### src/rtl/pipeline_hazard_ctrl_pkg.sv
// pipe_ctrl_pkg: shared types for the pipeline stall/flush sequencer.
// Holds the sequencer state enum, the default register-index width and the
// bundle that carries every hold/bubble control for one cycle.
package pipe_ctrl_pkg;

  // Default register-index width (RISC-V x0..x31).
  localparam int REG_W_DEFAULT = 5;

  // RUN: normal flow. PEND: a taken branch is waiting for the fetch to finish.
  typedef enum logic {
    RUN  = 1'b0,
    PEND = 1'b1
  } ctrl_state_e;

  // One cycle's worth of PC and pipeline-register controls.
  typedef struct packed {
    logic pc_hold;
    logic pc_sel_redirect;
    logic ifid_hold;
    logic idex_hold;
    logic exmem_hold;
    logic memwb_hold;
    logic ifid_bubble;
    logic idex_bubble;
    logic exmem_bubble;
  } stage_ctrl_t;

  // Everything advances, nothing is cleared.
  localparam stage_ctrl_t CTRL_IDLE = '0;

  // Whole pipeline frozen while the data memory is busy.
  function automatic stage_ctrl_t freeze_all();
    stage_ctrl_t c;
    c            = CTRL_IDLE;
    c.pc_hold    = 1'b1;
    c.ifid_hold  = 1'b1;
    c.idex_hold  = 1'b1;
    c.exmem_hold = 1'b1;
    c.memwb_hold = 1'b1;
    return c;
  endfunction

endpackage

### src/rtl/pipeline_hazard_ctrl_if.sv
// pipeline_hazard_ctrl_if: hazard inputs and stage controls of the sequencer.
// master = pipeline side (drives hazard status, consumes controls),
// slave  = the sequencer itself.
interface pipeline_hazard_ctrl_if
  import pipe_ctrl_pkg::*;
#(
  parameter int REG_W = REG_W_DEFAULT
);
  logic             imem_busywait;
  logic             dmem_busywait;
  logic             ex_memRead;
  logic [REG_W-1:0] ex_rd;
  logic [REG_W-1:0] id_rs1;
  logic [REG_W-1:0] id_rs2;
  logic             id_valid;
  logic             ex_redirect;

  logic             pc_hold;
  logic             pc_sel_redirect;
  logic             ifid_hold;
  logic             idex_hold;
  logic             exmem_hold;
  logic             memwb_hold;
  logic             ifid_bubble;
  logic             idex_bubble;
  logic             exmem_bubble;
  logic             redirect_pending;

  modport master (
    output imem_busywait, dmem_busywait, ex_memRead, ex_rd, id_rs1, id_rs2,
           id_valid, ex_redirect,
    input  pc_hold, pc_sel_redirect, ifid_hold, idex_hold, exmem_hold,
           memwb_hold, ifid_bubble, idex_bubble, exmem_bubble, redirect_pending
  );

  modport slave (
    input  imem_busywait, dmem_busywait, ex_memRead, ex_rd, id_rs1, id_rs2,
           id_valid, ex_redirect,
    output pc_hold, pc_sel_redirect, ifid_hold, idex_hold, exmem_hold,
           memwb_hold, ifid_bubble, idex_bubble, exmem_bubble, redirect_pending
  );
endinterface

### src/rtl/pipeline_hazard_ctrl_load_use_detect.sv
// load_use_detect: flags a load in EX whose destination is read by the valid
// instruction in ID. x0 is never a real dependency.
module load_use_detect
  import pipe_ctrl_pkg::*;
#(
  parameter int REG_W = REG_W_DEFAULT
) (
  input  logic             ex_memRead,
  input  logic [REG_W-1:0] ex_rd,
  input  logic [REG_W-1:0] id_rs1,
  input  logic [REG_W-1:0] id_rs2,
  input  logic             id_valid,
  output logic             hazard
);

  // Compare the load destination against both ID source operands.
  always_comb begin
    hazard = ex_memRead && (ex_rd != '0) && id_valid &&
             ((ex_rd == id_rs1) || (ex_rd == id_rs2));
  end

endmodule

### src/rtl/pipeline_hazard_ctrl.sv
// pipeline_hazard_ctrl: central stall/flush sequencer for the 5-stage pipeline.
// Turns memory busywait, load-use hazards and EX-stage redirects into PC and
// pipeline-register hold/bubble controls. A redirect that arrives during an
// outstanding fetch is parked in PEND until the fetch returns.
// Optional feature macro: PIPE_CTRL_PERF_EN adds stall/flush/defer counters.
module pipeline_hazard_ctrl
  import pipe_ctrl_pkg::*;
#(
  parameter int REG_W = REG_W_DEFAULT
`ifdef PIPE_CTRL_PERF_EN
  ,
  parameter int CNT_W = 32
`endif
) (
  input  logic clock,
  input  logic reset,
  pipeline_hazard_ctrl_if.slave ctrl
`ifdef PIPE_CTRL_PERF_EN
  ,
  output logic [CNT_W-1:0] stall_cycles,
  output logic [CNT_W-1:0] flush_count,
  output logic [CNT_W-1:0] redirect_defer_count
`endif
);

  ctrl_state_e state;
  ctrl_state_e state_next;
  stage_ctrl_t ctl;
  logic        load_use;

  load_use_detect #(.REG_W(REG_W)) u_load_use (
    .ex_memRead (ctrl.ex_memRead),
    .ex_rd      (ctrl.ex_rd),
    .id_rs1     (ctrl.id_rs1),
    .id_rs2     (ctrl.id_rs2),
    .id_valid   (ctrl.id_valid),
    .hazard     (load_use)
  );

  // Sequencer state register; reset always returns to RUN.
  always_ff @(posedge clock) begin
    if (reset) begin
      state <= RUN;
    end else begin
      state <= state_next;
    end
  end

  // Priority decode: reset, dmem freeze, redirect, pending redirect,
  // fetch miss, load-use, idle.
  always_comb begin
    ctl        = CTRL_IDLE;
    state_next = state;
    if (reset) begin
      ctl.ifid_bubble  = 1'b1;
      ctl.idex_bubble  = 1'b1;
      ctl.exmem_bubble = 1'b1;
      state_next       = RUN;
    end else if (ctrl.dmem_busywait) begin
      ctl = freeze_all();
    end else begin
      case (state)
        RUN: begin
          if (ctrl.ex_redirect) begin
            ctl.ifid_bubble = 1'b1;
            ctl.idex_bubble = 1'b1;
            if (ctrl.imem_busywait) begin
              ctl.pc_hold = 1'b1;
              state_next  = PEND;
            end else begin
              ctl.pc_sel_redirect = 1'b1;
            end
          end else if (ctrl.imem_busywait) begin
            ctl.pc_hold     = 1'b1;
            ctl.ifid_bubble = 1'b1;
          end else if (load_use) begin
            ctl.pc_hold     = 1'b1;
            ctl.ifid_hold   = 1'b1;
            ctl.idex_bubble = 1'b1;
          end
        end
        PEND: begin
          ctl.ifid_bubble = 1'b1;
          if (ctrl.imem_busywait) begin
            ctl.pc_hold = 1'b1;
          end else begin
            ctl.pc_sel_redirect = 1'b1;
            state_next          = RUN;
          end
        end
      endcase
    end
  end

  assign ctrl.pc_hold          = ctl.pc_hold;
  assign ctrl.pc_sel_redirect  = ctl.pc_sel_redirect;
  assign ctrl.ifid_hold        = ctl.ifid_hold;
  assign ctrl.idex_hold        = ctl.idex_hold;
  assign ctrl.exmem_hold       = ctl.exmem_hold;
  assign ctrl.memwb_hold       = ctl.memwb_hold;
  assign ctrl.ifid_bubble      = ctl.ifid_bubble;
  assign ctrl.idex_bubble      = ctl.idex_bubble;
  assign ctrl.exmem_bubble     = ctl.exmem_bubble;
  assign ctrl.redirect_pending = (state == PEND);

`ifdef PIPE_CTRL_PERF_EN
  // Performance counters: stalled cycles, redirects taken, deferred redirects.
  always_ff @(posedge clock) begin
    if (reset) begin
      stall_cycles         <= '0;
      flush_count          <= '0;
      redirect_defer_count <= '0;
    end else begin
      stall_cycles         <= stall_cycles + CNT_W'(ctl.pc_hold);
      flush_count          <= flush_count + CNT_W'(ctl.pc_sel_redirect);
      redirect_defer_count <= redirect_defer_count +
                              CNT_W'((state == RUN) && (state_next == PEND));
    end
  end
`endif

endmodule

### src/flat_wrapper.sv
// flat-port wrapper written by rule: the top's interface ports become plain ports
module pipeline_hazard_ctrl_flat import pipe_ctrl_pkg::*;
#(
  parameter int REG_W = REG_W_DEFAULT

)
  (clock, reset, ctrl_imem_busywait, ctrl_dmem_busywait, ctrl_ex_memRead, ctrl_ex_rd, ctrl_id_rs1, ctrl_id_rs2, ctrl_id_valid, ctrl_ex_redirect, ctrl_pc_hold, ctrl_pc_sel_redirect, ctrl_ifid_hold, ctrl_idex_hold, ctrl_exmem_hold, ctrl_memwb_hold, ctrl_ifid_bubble, ctrl_idex_bubble, ctrl_exmem_bubble, ctrl_redirect_pending);
  pipeline_hazard_ctrl_if #(.REG_W(REG_W)) ctrl_i ();
  input  logic clock;
  input  logic reset;
  input wire logic [$bits(ctrl_i.imem_busywait)-1:0] ctrl_imem_busywait;
  input wire logic [$bits(ctrl_i.dmem_busywait)-1:0] ctrl_dmem_busywait;
  input wire logic [$bits(ctrl_i.ex_memRead)-1:0] ctrl_ex_memRead;
  input wire logic [$bits(ctrl_i.ex_rd)-1:0] ctrl_ex_rd;
  input wire logic [$bits(ctrl_i.id_rs1)-1:0] ctrl_id_rs1;
  input wire logic [$bits(ctrl_i.id_rs2)-1:0] ctrl_id_rs2;
  input wire logic [$bits(ctrl_i.id_valid)-1:0] ctrl_id_valid;
  input wire logic [$bits(ctrl_i.ex_redirect)-1:0] ctrl_ex_redirect;
  output wire logic [$bits(ctrl_i.pc_hold)-1:0] ctrl_pc_hold;
  output wire logic [$bits(ctrl_i.pc_sel_redirect)-1:0] ctrl_pc_sel_redirect;
  output wire logic [$bits(ctrl_i.ifid_hold)-1:0] ctrl_ifid_hold;
  output wire logic [$bits(ctrl_i.idex_hold)-1:0] ctrl_idex_hold;
  output wire logic [$bits(ctrl_i.exmem_hold)-1:0] ctrl_exmem_hold;
  output wire logic [$bits(ctrl_i.memwb_hold)-1:0] ctrl_memwb_hold;
  output wire logic [$bits(ctrl_i.ifid_bubble)-1:0] ctrl_ifid_bubble;
  output wire logic [$bits(ctrl_i.idex_bubble)-1:0] ctrl_idex_bubble;
  output wire logic [$bits(ctrl_i.exmem_bubble)-1:0] ctrl_exmem_bubble;
  output wire logic [$bits(ctrl_i.redirect_pending)-1:0] ctrl_redirect_pending;
  assign ctrl_i.imem_busywait = ctrl_imem_busywait;
  assign ctrl_i.dmem_busywait = ctrl_dmem_busywait;
  assign ctrl_i.ex_memRead = ctrl_ex_memRead;
  assign ctrl_i.ex_rd = ctrl_ex_rd;
  assign ctrl_i.id_rs1 = ctrl_id_rs1;
  assign ctrl_i.id_rs2 = ctrl_id_rs2;
  assign ctrl_i.id_valid = ctrl_id_valid;
  assign ctrl_i.ex_redirect = ctrl_ex_redirect;
  assign ctrl_pc_hold = ctrl_i.pc_hold;
  assign ctrl_pc_sel_redirect = ctrl_i.pc_sel_redirect;
  assign ctrl_ifid_hold = ctrl_i.ifid_hold;
  assign ctrl_idex_hold = ctrl_i.idex_hold;
  assign ctrl_exmem_hold = ctrl_i.exmem_hold;
  assign ctrl_memwb_hold = ctrl_i.memwb_hold;
  assign ctrl_ifid_bubble = ctrl_i.ifid_bubble;
  assign ctrl_idex_bubble = ctrl_i.idex_bubble;
  assign ctrl_exmem_bubble = ctrl_i.exmem_bubble;
  assign ctrl_redirect_pending = ctrl_i.redirect_pending;
  pipeline_hazard_ctrl #(.REG_W(REG_W)) u_core (.clock(clock), .reset(reset), .ctrl(ctrl_i));
endmodule
### config.mk
export PLATFORM = sky130hd
export DESIGN_NAME = pipeline_hazard_ctrl_flat
export DESIGN_NICKNAME = d
export VERILOG_FILES = /design/src/rtl/pipeline_hazard_ctrl_pkg.sv /design/src/rtl/pipeline_hazard_ctrl_if.sv /design/src/rtl/pipeline_hazard_ctrl_load_use_detect.sv /design/src/rtl/pipeline_hazard_ctrl.sv /design/src/flat_wrapper.sv
export SDC_FILE = /design/constraint.sdc
export NUM_CORES = 1
export LEC_CHECK = 0
export ABC_AREA = 1
export BUFFER_PORTS_ARGS = -buffer_cell sky130_fd_sc_hd__buf_2
export CAP_MARGIN = 0
export CELL_PAD_IN_SITES_DETAIL_PLACEMENT = 0
export CELL_PAD_IN_SITES_GLOBAL_PLACEMENT = 1
export CORE_ASPECT_RATIO = 1.25
export CORE_UTILIZATION = 20
export CTS_BUF_LIST = sky130_fd_sc_hd__clkbuf_4 sky130_fd_sc_hd__clkbuf_8 sky130_fd_sc_hd__clkbuf_16
export CTS_CLUSTER_SIZE = 25
export DETAILED_ROUTE_END_ITERATION = 10
export GPL_TIMING_DRIVEN = 0
export HOLD_SLACK_MARGIN = 0.05
export PLACE_DENSITY = 0.77
export SYNTH_ARGS = -nofsm -noshare
export SYNTH_HDL_FRONTEND = slang
export SYNTH_SLANG_ARGS = --single-unit
### constraint.sdc
create_clock -name clock -period 2.3 [get_ports clock]
set_input_delay 0.345 -clock clock [delete_from_list [all_inputs] [get_ports clock]]
set_output_delay 0.345 -clock clock [all_outputs]
set_load 0.02 [all_outputs]
==> impl_metrics.py, run 1 <==
metrics = {
    "status": {
        "outcome": "finished clean",
    },
    "power_and_ir_drop": {
        "p_switching_mw": 0.0518,
        "leakagePower_nw": 0.368,
        "pwr-share-comb_pct": 81.7,
        "switching_share_pct": 47.5,
        "intPower_mw": 0.0573,
        "max-vdd-ir-drop_uv": 84.9,
        "power_density_nw_per_um2": 211,
        "pwr-share-seq_pct": 18.3,
        "p_clk_share_pct": 0,
    },
    "layout": {
        "final_cell_mix": "buf_2 (31), nand2_1 (29), inv_1 (15)",
        "antenna_cells": 0,
        "final_nets": 131,
        "drive_gt1_share_pct": 33.6,
        "layout_commonest_cell": "buf_2",
        "largest_reg_flops": 1,
        "area_growth_pct": 52.4,
        "fin_cells": 125,
    },
    "run": {
        "cap_violations": 0,
    },
    "synth": {
        "yosys_register_bits": 1,
        "synth_edf_count": 0,
        "synth_ff_type": "dfxtp_1",
        "avgSynthCellArea_um2": 4.46,
        "yosysSeqAreaShare_pct": 5.90,
        "synth_area_um2": 339,
        "yosys_warnings": 0,
        "postSynthCellCount": 76,
        "syn-num-nets": 98,
        "ys_types": 14,
        "async_flop_share_pct": 0,
    },
    "critical_path": {
        "cp-end-kind": "output pin",
        "worstPathMaxFanout": 3,
        "setup.worst_path.start_class": "input port",
        "critical_path_class": "input port to output pin",
        "cp_data_arrival_time_ns": 1.24,
        "required_ns": 1.96,
    },
    "clock_tree": {
        "cts_resized": 0,
        "clkSlewWorstSetupHoldPaths_ns": 0,
        "post-cts-setup-buffer-count": 0,
        "insertion_delay_ns": 0,
        "hold_buffers": 0,
    },
    "die": {
        "io_pins": 32,
        "chipHeight_um": 48.0,
        "rows": 16,
        "dieArea_um2": 1860,
        "dieWidth_um": 38.8,
        "start_util_pct": 21.4,
        "core_area_um2": 1580,
    },
    "drt": {
        "drt-total-wl_um": 861,
        "drc": 0,
        "first_pass_iters": 3,
        "ant_nets": 0,
        "routedWlPerCell_um": 6.89,
        "drtIter0Drc": 5,
        "vias_per_cell": 4.10,
        "vias": 512,
    },
    "sta": {
        "setup_viol": 0,
        "rsz0062_at_grt": "false",
        "tightest_slew_ns": 0.203,
        "drv_slew": 0,
        "fin_crit_ns": 1.59,
        "hold_viol": 0,
        "fin_skew_ns": 0,
        "hold-worst-slack_ns": 0.562,
        "finalSetupTns_ns": 0,
        "min_period_over_period_pct": 69.0,
        "maxClockFrequency_mhz": 630,
        "slew-limit-headroom_pct": 86.4,
    },
    "grt": {
        "grt_max_degree": 6,
        "overflow": 0,
        "grt_usage_pct": 8.90,
        "grt_first_pass_wirelength_um": 1270,
        "antenna_found_initial": 0,
        "grt_pass1_vias": 358,
    },
    "place": {
        "dpl.cell_count": 125,
        "gp_congestion": 0.720,
        "portBuffers": 31,
        "post-dp-hpwl_um": 791,
    },
    "hold_path": {
        "hold_path_class": "register to register",
    },
}
-- power groups by stage --
stage / Combinational (mW) / Clock, mW / Sequential, mW
3_5_place_dp: 0.0898 / 0 / 0.0200
3_3_place_gp: 0.0887 / 0 / 0.0200
5_1_grt: 0.102 / 0 / 0.0203
6_report: 0.0891 / 0 / 0.0200
4_1_cts: 0.0900 / 0 / 0.0200
2_1_floorplan: 0.0504 / 0 / 0.0209
-- synth_stat cells, types with 2 or more instances --
library cell  number  area share, %
nor3_1             2            3.0
nand2_1           29             32
buf_4              3            6.6
xnor2_1            2            5.2
nand3_1            4            5.9
inv_2              2            2.2
inv_1             15             17
nor2_1            13             14
-- logic make-up (layout without fill, tap and decap cells) --
logic type,Yosys count,in the layout,synth area share [%]
buf+inv,20,51,25.5
flops,1,1,5.90
compound gates,4,4,6.27
simple gates,49,49,57.2
xor+xnor,2,2,5.17
-- final timing paths --
check | from | endpoint | slack (ns) | cells past startpoint
min | u_core.ctrl.redirect_pending | u_core.ctrl.redirect_pending | 0.56 | 2
max | ctrl_ex_rd[4] | ctrl_pc_hold | 0.71 | 10
max reg2reg | u_core.ctrl.redirect_pending | u_core.ctrl.redirect_pending | 1.67 | 2
min reg2reg | u_core.ctrl.redirect_pending | u_core.ctrl.redirect_pending | 0.56 | 2
-- worst max-delay path, stage by stage --
cell     delay (ns)
buf_2          0.11
inv_2          0.04
nand2_1        0.05
nand2_1        0.05
nor2_1         0.11
nand3_1        0.08
nand2_1        0.08
nand2_1        0.07
o21ai_1        0.13
buf_2          0.18
-- final cells by class --
type	count	area, µm²
plain buffers	3	22.5
fillers	196	1060
inverters	17	63.8
multi-input cells	55	233
flip-flops and latches	1	20.0
well taps	18	22.5
repair buffers	31	155
-- per-stage QoR --
| step | power [mW] | worst slack (ns) | cell area (µm²) | utilization, % |
|---|---|---|---|---|
| 4_1_cts | 0.110 | 0.696 | 517 | 32.7 |
| 3_3_place_gp | 0.109 | 0.699 | 517 | 32.7 |
| 2_1_floorplan | 0.0713 | 0.868 | 339 | - |
| 3_5_place_dp | 0.110 | 0.697 | 517 | 32.7 |
| 5_1_grt | 0.122 | 0.587 | 517 | 32.7 |
| 6_report | 0.109 | 0.712 | 517 | 32.7 |
-- per-layer routing --
layer  GRT usage (%)  vias to the layer above  wire [µm]
li1                -                      285          -
met1            12.9                      216        368
met2            15.7                       11        451
met3               0                        0         40
met4               0                        0          0
met5               0                        -          0
Note: power is estimated with default switching activity, not from simulation.
==> inputs of run 2 (changes only) <==
--- a/config.mk
+++ b/config.mk
@@ -11,13 +11,13 @@
 export CELL_PAD_IN_SITES_DETAIL_PLACEMENT = 0
 export CELL_PAD_IN_SITES_GLOBAL_PLACEMENT = 1
 export CORE_ASPECT_RATIO = 1.25
-export CORE_UTILIZATION = 20
+export CORE_UTILIZATION = 17
 export CTS_BUF_LIST = sky130_fd_sc_hd__clkbuf_4 sky130_fd_sc_hd__clkbuf_8 sky130_fd_sc_hd__clkbuf_16
 export CTS_CLUSTER_SIZE = 25
 export DETAILED_ROUTE_END_ITERATION = 10
 export GPL_TIMING_DRIVEN = 0
 export HOLD_SLACK_MARGIN = 0.05
-export PLACE_DENSITY = 0.77
+export PLACE_DENSITY = 0.7
 export SYNTH_ARGS = -nofsm -noshare
 export SYNTH_HDL_FRONTEND = slang
 export SYNTH_SLANG_ARGS = --single-unit
==> constraint.sdc (replaced) <==
create_clock -name clock -period 1.36 [get_ports clock]
set_input_delay 0.204 -clock clock [delete_from_list [all_inputs] [get_ports clock]]
set_output_delay 0.204 -clock clock [all_outputs]
set_load 0.02 [all_outputs]
==> impl_metrics.py, run 2 (synthesis results as in run 1) <==
metrics = {
    "grt": {
        "grt_first_pass_wirelength_um": 1440,
        "antenna_found_initial": 0,
        "grt_max_degree": 6,
        "grt_pass1_vias": 397,
        "grt_usage_pct": 7.71,
        "overflow": 0,
    },
    "clock_tree": {
        "clkSlewWorstSetupHoldPaths_ns": 0,
        "post-cts-setup-buffer-count": 0,
        "hold_buffers": 0,
        "insertion_delay_ns": 0,
    },
    "sta": {
        "tightest_slew_ns": 0.208,
        "fin_crit_ns": 1.27,
        "setup_viol": 0,
        "hold-worst-slack_ns": 0.501,
        "min_period_over_period_pct": 93.7,
        "fin_skew_ns": 0,
        "slew-limit-headroom_pct": 86.0,
        "setup_slack_ns": 0.0853,
        "maxClockFrequency_mhz": 785,
        "drv_slew": 0,
        "hold_viol": 0,
    },
    "power_and_ir_drop": {
        "max-vdd-ir-drop_uv": 203,
        "leakagePower_nw": 0.394,
        "power_density_nw_per_um2": 356,
    },
    "place": {
        "post-dp-hpwl_um": 809,
        "portBuffers": 31,
        "place_ws_ns": 0.0452,
        "dpl.cell_count": 126,
        "gp_congestion": 0.813,
    },
    "hold_path": {
        "hold_end": "u_core.ctrl.redirect_pending",
        "holdPathStages": 3,
        "min_from": "ctrl_ex_redirect",
        "hold_path_class": "input port to register",
    },
    "critical_path": {
        "critical_path_class": "input port to output pin",
        "required_ns": 1.16,
        "cp_data_arrival_time_ns": 1.07,
        "cp_slowest_cell": "o21ai_2",
        "r2r_slack_ns": 0.75,
        "critPathMaxStageDelay_ns": 0.15,
        "cp-end-kind": "output pin",
        "path_cells": "buf_2 > inv_2 > nand2_1 > nand2_1 > nor2_1 > nand3_1 > nand2_2 > nand2_2 > o21ai_2 > buf_6",
        "timing.rr.start": "u_core.ctrl.redirect_pending",
        "setup.worst_path.start_class": "input port",
        "r2r_cells": 2,
        "r2r_end": "u_core.ctrl.redirect_pending",
        "worstPathMaxFanout": 3,
    },
    "drt": {
        "routedWlPerCell_um": 7.96,
        "drt-total-wl_um": 1000,
        "first_pass_iters": 7,
        "ant_nets": 0,
        "vias": 526,
        "drtIter0Drc": 8,
        "drc": 0,
        "vias_per_cell": 4.17,
    },
    "layout": {
        "layout_commonest_cell": "nand2_1",
        "final_cell_mix": "nand2_1 (21), buf_2 (20), inv_1 (11)",
        "largest_reg_flops": 1,
        "drive_gt1_share_pct": 52.3,
        "final_nets": 131,
        "antenna_cells": 0,
        "area_growth_pct": 91.5,
        "fin_cells": 126,
    },
    "die": {
        "dieWidth_um": 41.9,
        "io_pins": 32,
        "start_util_pct": 18.5,
        "dieArea_um2": 2180,
        "rows": 17,
        "chipHeight_um": 51.9,
        "core_area_um2": 1830,
    },
    "status": {
        "outcome": "finished clean",
    },
    "run": {
        "cap_violations": 0,
    },
}
==> run 2: cell count changes in the layout (fill, tap and decap cells not counted), moves of 4 or more <==
cell and delta:
buf_2 -11, nand2_2 +8, inv_1 -4, nor2_1 -5
buf_6 +7, nand2_1 -8, inv_2 +4
==> run 2: worst max path at each step <==
stage,slack [ns],cells past startpoint,from,endpoint
floorplan,0.08,2,u_core.ctrl.redirect_pending,ctrl_ifid_bubble
global placement,0.04,12,ctrl_ex_rd[1],ctrl_idex_bubble
detailed placement,0.05,11,ctrl_ex_rd[0],ctrl_idex_bubble
CTS,0.04,11,ctrl_ex_rd[0],ctrl_idex_bubble
global route,-0.03,10,ctrl_ex_rd[2],ctrl_pc_hold
finish,0.09,10,ctrl_ex_rd[3],ctrl_pc_hold
==> run 2: repair_timing <==
item,in CTS,in global routing
endpoints found under the hold margin,0,0
endpoints found under the setup margin,0,3
resized for setup,0,42
==> run 2: layout make-up <==
| class | instances | area, µm² |
|---|---|---|
| timing repair buffer | 31 | 229 |
| sequential | 1 | 20.0 |
| fill | 215 | 1180 |
| tap | 19 | 23.8 |
| buffer | 3 | 22.5 |
| inverter | 17 | 63.8 |
| multi-input combinational | 55 | 290 |
==> run 2: where the power goes <==
group | total [mW] | switching (mW) | internal [mW] | leakage (nW)
sequential | 0.0337 | 0.00209 | 0.0316 | 0.00822
combinational | 0.197 | 0.101 | 0.0960 | 0.386
clock | 0 | 0 | 0 | 0
total | 0.231 | 0.103 | 0.128 | 0.394
==> run 2: per-stage QoR <==
step / setup TNS, ns / total power [mW] / utilization, % / cell area [µm²]
2_1_floorplan: 0 / 0.121 / - / 339
3_3_place_gp: 0 / 0.186 / 28.3 / 518
3_5_place_dp: 0 / 0.186 / 28.3 / 518
4_1_cts: 0 / 0.186 / 28.3 / 518
5_1_grt: -0.0572 / 0.254 / 35.5 / 649
6_report: 0 / 0.231 / 35.5 / 649
==> run 2: routing by layer <==
metal  share of wire (%)  GRT usage (%)  vias up
met5                   0              0        -
met4                   0              0        0
met3                 7.8          0.694        0
met2                  52           14.6       15
met1                  40           9.96      224
li1                    -              -      287
==> run 2: worst max-delay path: cells and delay by family <==
kind | cells | cell delay (ns)
AO/OA/AOI/OAI | 1 | 0.15
buffers and inverters | 3 | 0.28
AND/OR/NAND/NOR | 6 | 0.41
==> inputs of run 3 (changes only) <==
--- a/config.mk
+++ b/config.mk
@@ -17,7 +17,8 @@
 export DETAILED_ROUTE_END_ITERATION = 10
 export GPL_TIMING_DRIVEN = 0
 export HOLD_SLACK_MARGIN = 0.05
-export PLACE_DENSITY = 0.7
+export PLACE_DENSITY = 0.68
 export SYNTH_ARGS = -nofsm -noshare
 export SYNTH_HDL_FRONTEND = slang
+export SYNTH_HIERARCHICAL = 1
 export SYNTH_SLANG_ARGS = --single-unit
==> impl_metrics.py, run 3 <==
metrics = {
    "critical_path": {
        "cp-end-kind": "output pin",
        "crit_buf_inv": 4,
        "path_cells": "buf_2 > inv_1 > nand2_1 > nand2_1 > nor2_2 > nand3_1 > a21oi_2 > inv_2 > nand3_2 > nand2_1 > nor2_1 > buf_4",
        "cp_data_arrival_time_ns": 1.24,
        "setup.worst_path.start_class": "input port",
        "critical_path_class": "input port to output pin",
        "cp_common_cell": "nand2_1",
        "required_ns": 1.16,
        "worstPathMaxFanout": 2,
        "critPathTopFamily": "simple AND/OR/NAND/NOR gates",
        "critPathMaxStageDelay_ns": 0.18,
        "cp_slowest_cell": "a21oi_2",
    },
    "die": {
        "rows": 18,
        "chipHeight_um": 52.8,
        "dieWidth_um": 42.6,
        "core_area_um2": 1960,
        "io_pins": 32,
        "dieArea_um2": 2250,
        "start_util_pct": 17.9,
    },
    "layout": {
        "area_growth_pct": 79.6,
        "fin_util_pct": 32.1,
        "final_cell_mix": "nand2_1 (24), buf_2 (19), buf_6 (10), nor2_1 (10), inv_1 (9)",
        "drive_gt1_share_pct": 45.8,
        "antenna_cells": 0,
        "final_nets": 131,
        "layout_commonest_cell": "nand2_1",
        "fin_cells": 127,
        "largest_reg_flops": 1,
    },
    "grt": {
        "antenna_found_initial": 0,
        "overflow": 0,
        "grt_max_degree": 7,
        "grt_first_pass_wirelength_um": 1500,
        "grt_usage_pct": 8.00,
        "grt_pass1_vias": 428,
    },
    "drt": {
        "drtIter0Drc": 5,
        "ant_nets": 0,
        "routedWlPerCell_um": 8.02,
        "drc": 0,
        "vias": 522,
        "first_pass_iters": 2,
        "vias_per_cell": 4.11,
        "drt-total-wl_um": 1020,
    },
    "synth": {
        "synth_area_um2": 350,
        "synth_most_common_cell": "nand2_1",
        "synth_edf_count": 0,
        "yosys_warnings": 6,
        "yosys_register_bits": 1,
        "yosysSeqAreaShare_pct": 5.71,
        "avgSynthCellArea_um2": 4.61,
        "yosysTopAreaCell": "nand2_1",
        "syn-num-nets": 98,
        "postSynthCellCount": 76,
        "ys_types": 16,
        "async_flop_share_pct": 0,
        "synth_area_leaders": "nand2_1 (27%), nor2_1 (14%), inv_1 (13%), buf_4 (6.4%), dfxtp_1 (5.7%)",
        "synthTopCellsByCount": "nand2_1 (25), nor2_1 (13), inv_1 (12), inv_2 (5), nand3_1 (4)",
        "yosysTopAreaCellShare_pct": 26.8,
        "synth_ff_type": "dfxtp_1",
    },
    "run": {
        "cap_violations": 0,
    },
    "sta": {
        "slew-limit-headroom_pct": 85.4,
        "min_period_over_period_pct": 106,
        "hold-worst-slack_ns": 0.522,
        "setup_slack_ns": -0.0815,
        "setup_viol": 2,
        "hold_viol": 0,
        "drv_slew": 0,
        "fin_crit_ns": 1.44,
        "fin_skew_ns": 0,
        "maxClockFrequency_mhz": 694,
        "tightest_slew_ns": 0.217,
        "rsz0062_at_grt": "true",
    },
    "place": {
        "post-dp-hpwl_um": 849,
        "gp_congestion": 0.691,
        "dpl.cell_count": 127,
        "portBuffers": 31,
    },
    "power_and_ir_drop": {
        "leakagePower_nw": 0.385,
        "intPower_mw": 0.122,
        "p_clk_share_pct": 0,
        "max-vdd-ir-drop_uv": 207,
        "switching_share_pct": 43.9,
        "power_density_nw_per_um2": 347,
        "p_switching_mw": 0.0958,
        "pwr-share-comb_pct": 85.2,
        "pwr-share-seq_pct": 14.8,
    },
    "status": {
        "outcome": "finished, violations left",
        "violations": "setup timing",
    },
    "hold_path": {
        "hold_path_class": "input port to register",
    },
    "clock_tree": {
        "hold_buffers": 0,
        "insertion_delay_ns": 0,
        "post-cts-setup-buffer-count": 0,
        "clkSlewWorstSetupHoldPaths_ns": 0,
    },
}
[run 3: cell types whose count changed in the layout (fill, tap and decap cells not counted), sizes merged]
cell,change
a21oi,+1
clkinv,+1
nand2,-4
nand4,+1
o21ai,+1
o22ai,-1
xor2,+1
[run 3: metal layers]
layer  wire length [µm]  GRT usage [%]  up-vias  part of all wire (%)
met5                  0              0        -                     0
met4                  0              0        0                     0
met3                 31          0.345        0                   3.0
met2                594           17.2       11                    58
met1                392           8.92      222                    39
li1                   -              -      289                     -
[run 3: per-stage QoR]
stage	setup TNS (ns)	setup slack (ns)	power (mW)	instance area [µm²]
2_1_floorplan	0	0.0601	0.118	350
6_report	-0.140	-0.0815	0.218	629
3_3_place_gp	-0.348	-0.173	0.184	531
4_1_cts	-0.199	-0.104	0.198	563
3_5_place_dp	-0.351	-0.168	0.186	531
5_1_grt	-0.410	-0.189	0.239	629
[run 3: worst paths after layout]
check	from	to	slack, ns	cells after the start
worst min register to register	u_core/ctrl.redirect_pending	u_core/ctrl.redirect_pending	0.59	4
worst max register to register	u_core/ctrl.redirect_pending	u_core/ctrl.redirect_pending	0.57	4
worst max-delay path	ctrl_id_rs2[2]	ctrl_pc_hold	-0.08	12
worst min-delay path	reset	u_core/ctrl.redirect_pending	0.52	4
[run 3: cell type report]
cell class / instances / area (µm²)
repair buffers: 31 / 230
multi-input cells: 54 / 264
inverters: 18 / 67.6
flip-flops and latches: 1 / 20.0
fillers: 230 / 1330
well taps: 20 / 25.0
plain buffers: 3 / 22.5
[run 3: cell families (layout without fill, tap and decap cells)]
| group | after synthesis | in the layout | share of synthesized area (%) |
|---|---|---|---|
| AND/OR/NAND/NOR | 46 | 46 | 52.9 |
| buffers and inverters | 21 | 52 | 25.7 |
| AO/OA/AOI/OAI | 5 | 5 | 8.21 |
| XOR/XNOR | 3 | 3 | 7.50 |
| flip-flops | 1 | 1 | 5.71 |
[run 3: timing repair]
action	4_1_cts	5_1_grt
endpoints found under the setup margin	3	3
pin swaps	7	16
cloned	0	0
gates resized for setup	10	20
[run 3: worst reg2reg max path: cells and delay by family, from the launching register on]
family	cells	cell delay (ns)
buffers and inverters	1	0.03
and+or+nand+nor	3	0.31
DFF	1	0.32
[run 3: power by group through the flow]
stage,sequential (mW),combinational (mW),clock (mW)
floorplan,0.0333,0.0849,0
global placement,0.0323,0.152,0
detailed placement,0.0322,0.154,0
CTS,0.0323,0.166,0
global route,0.0325,0.206,0
finish,0.0323,0.186,0
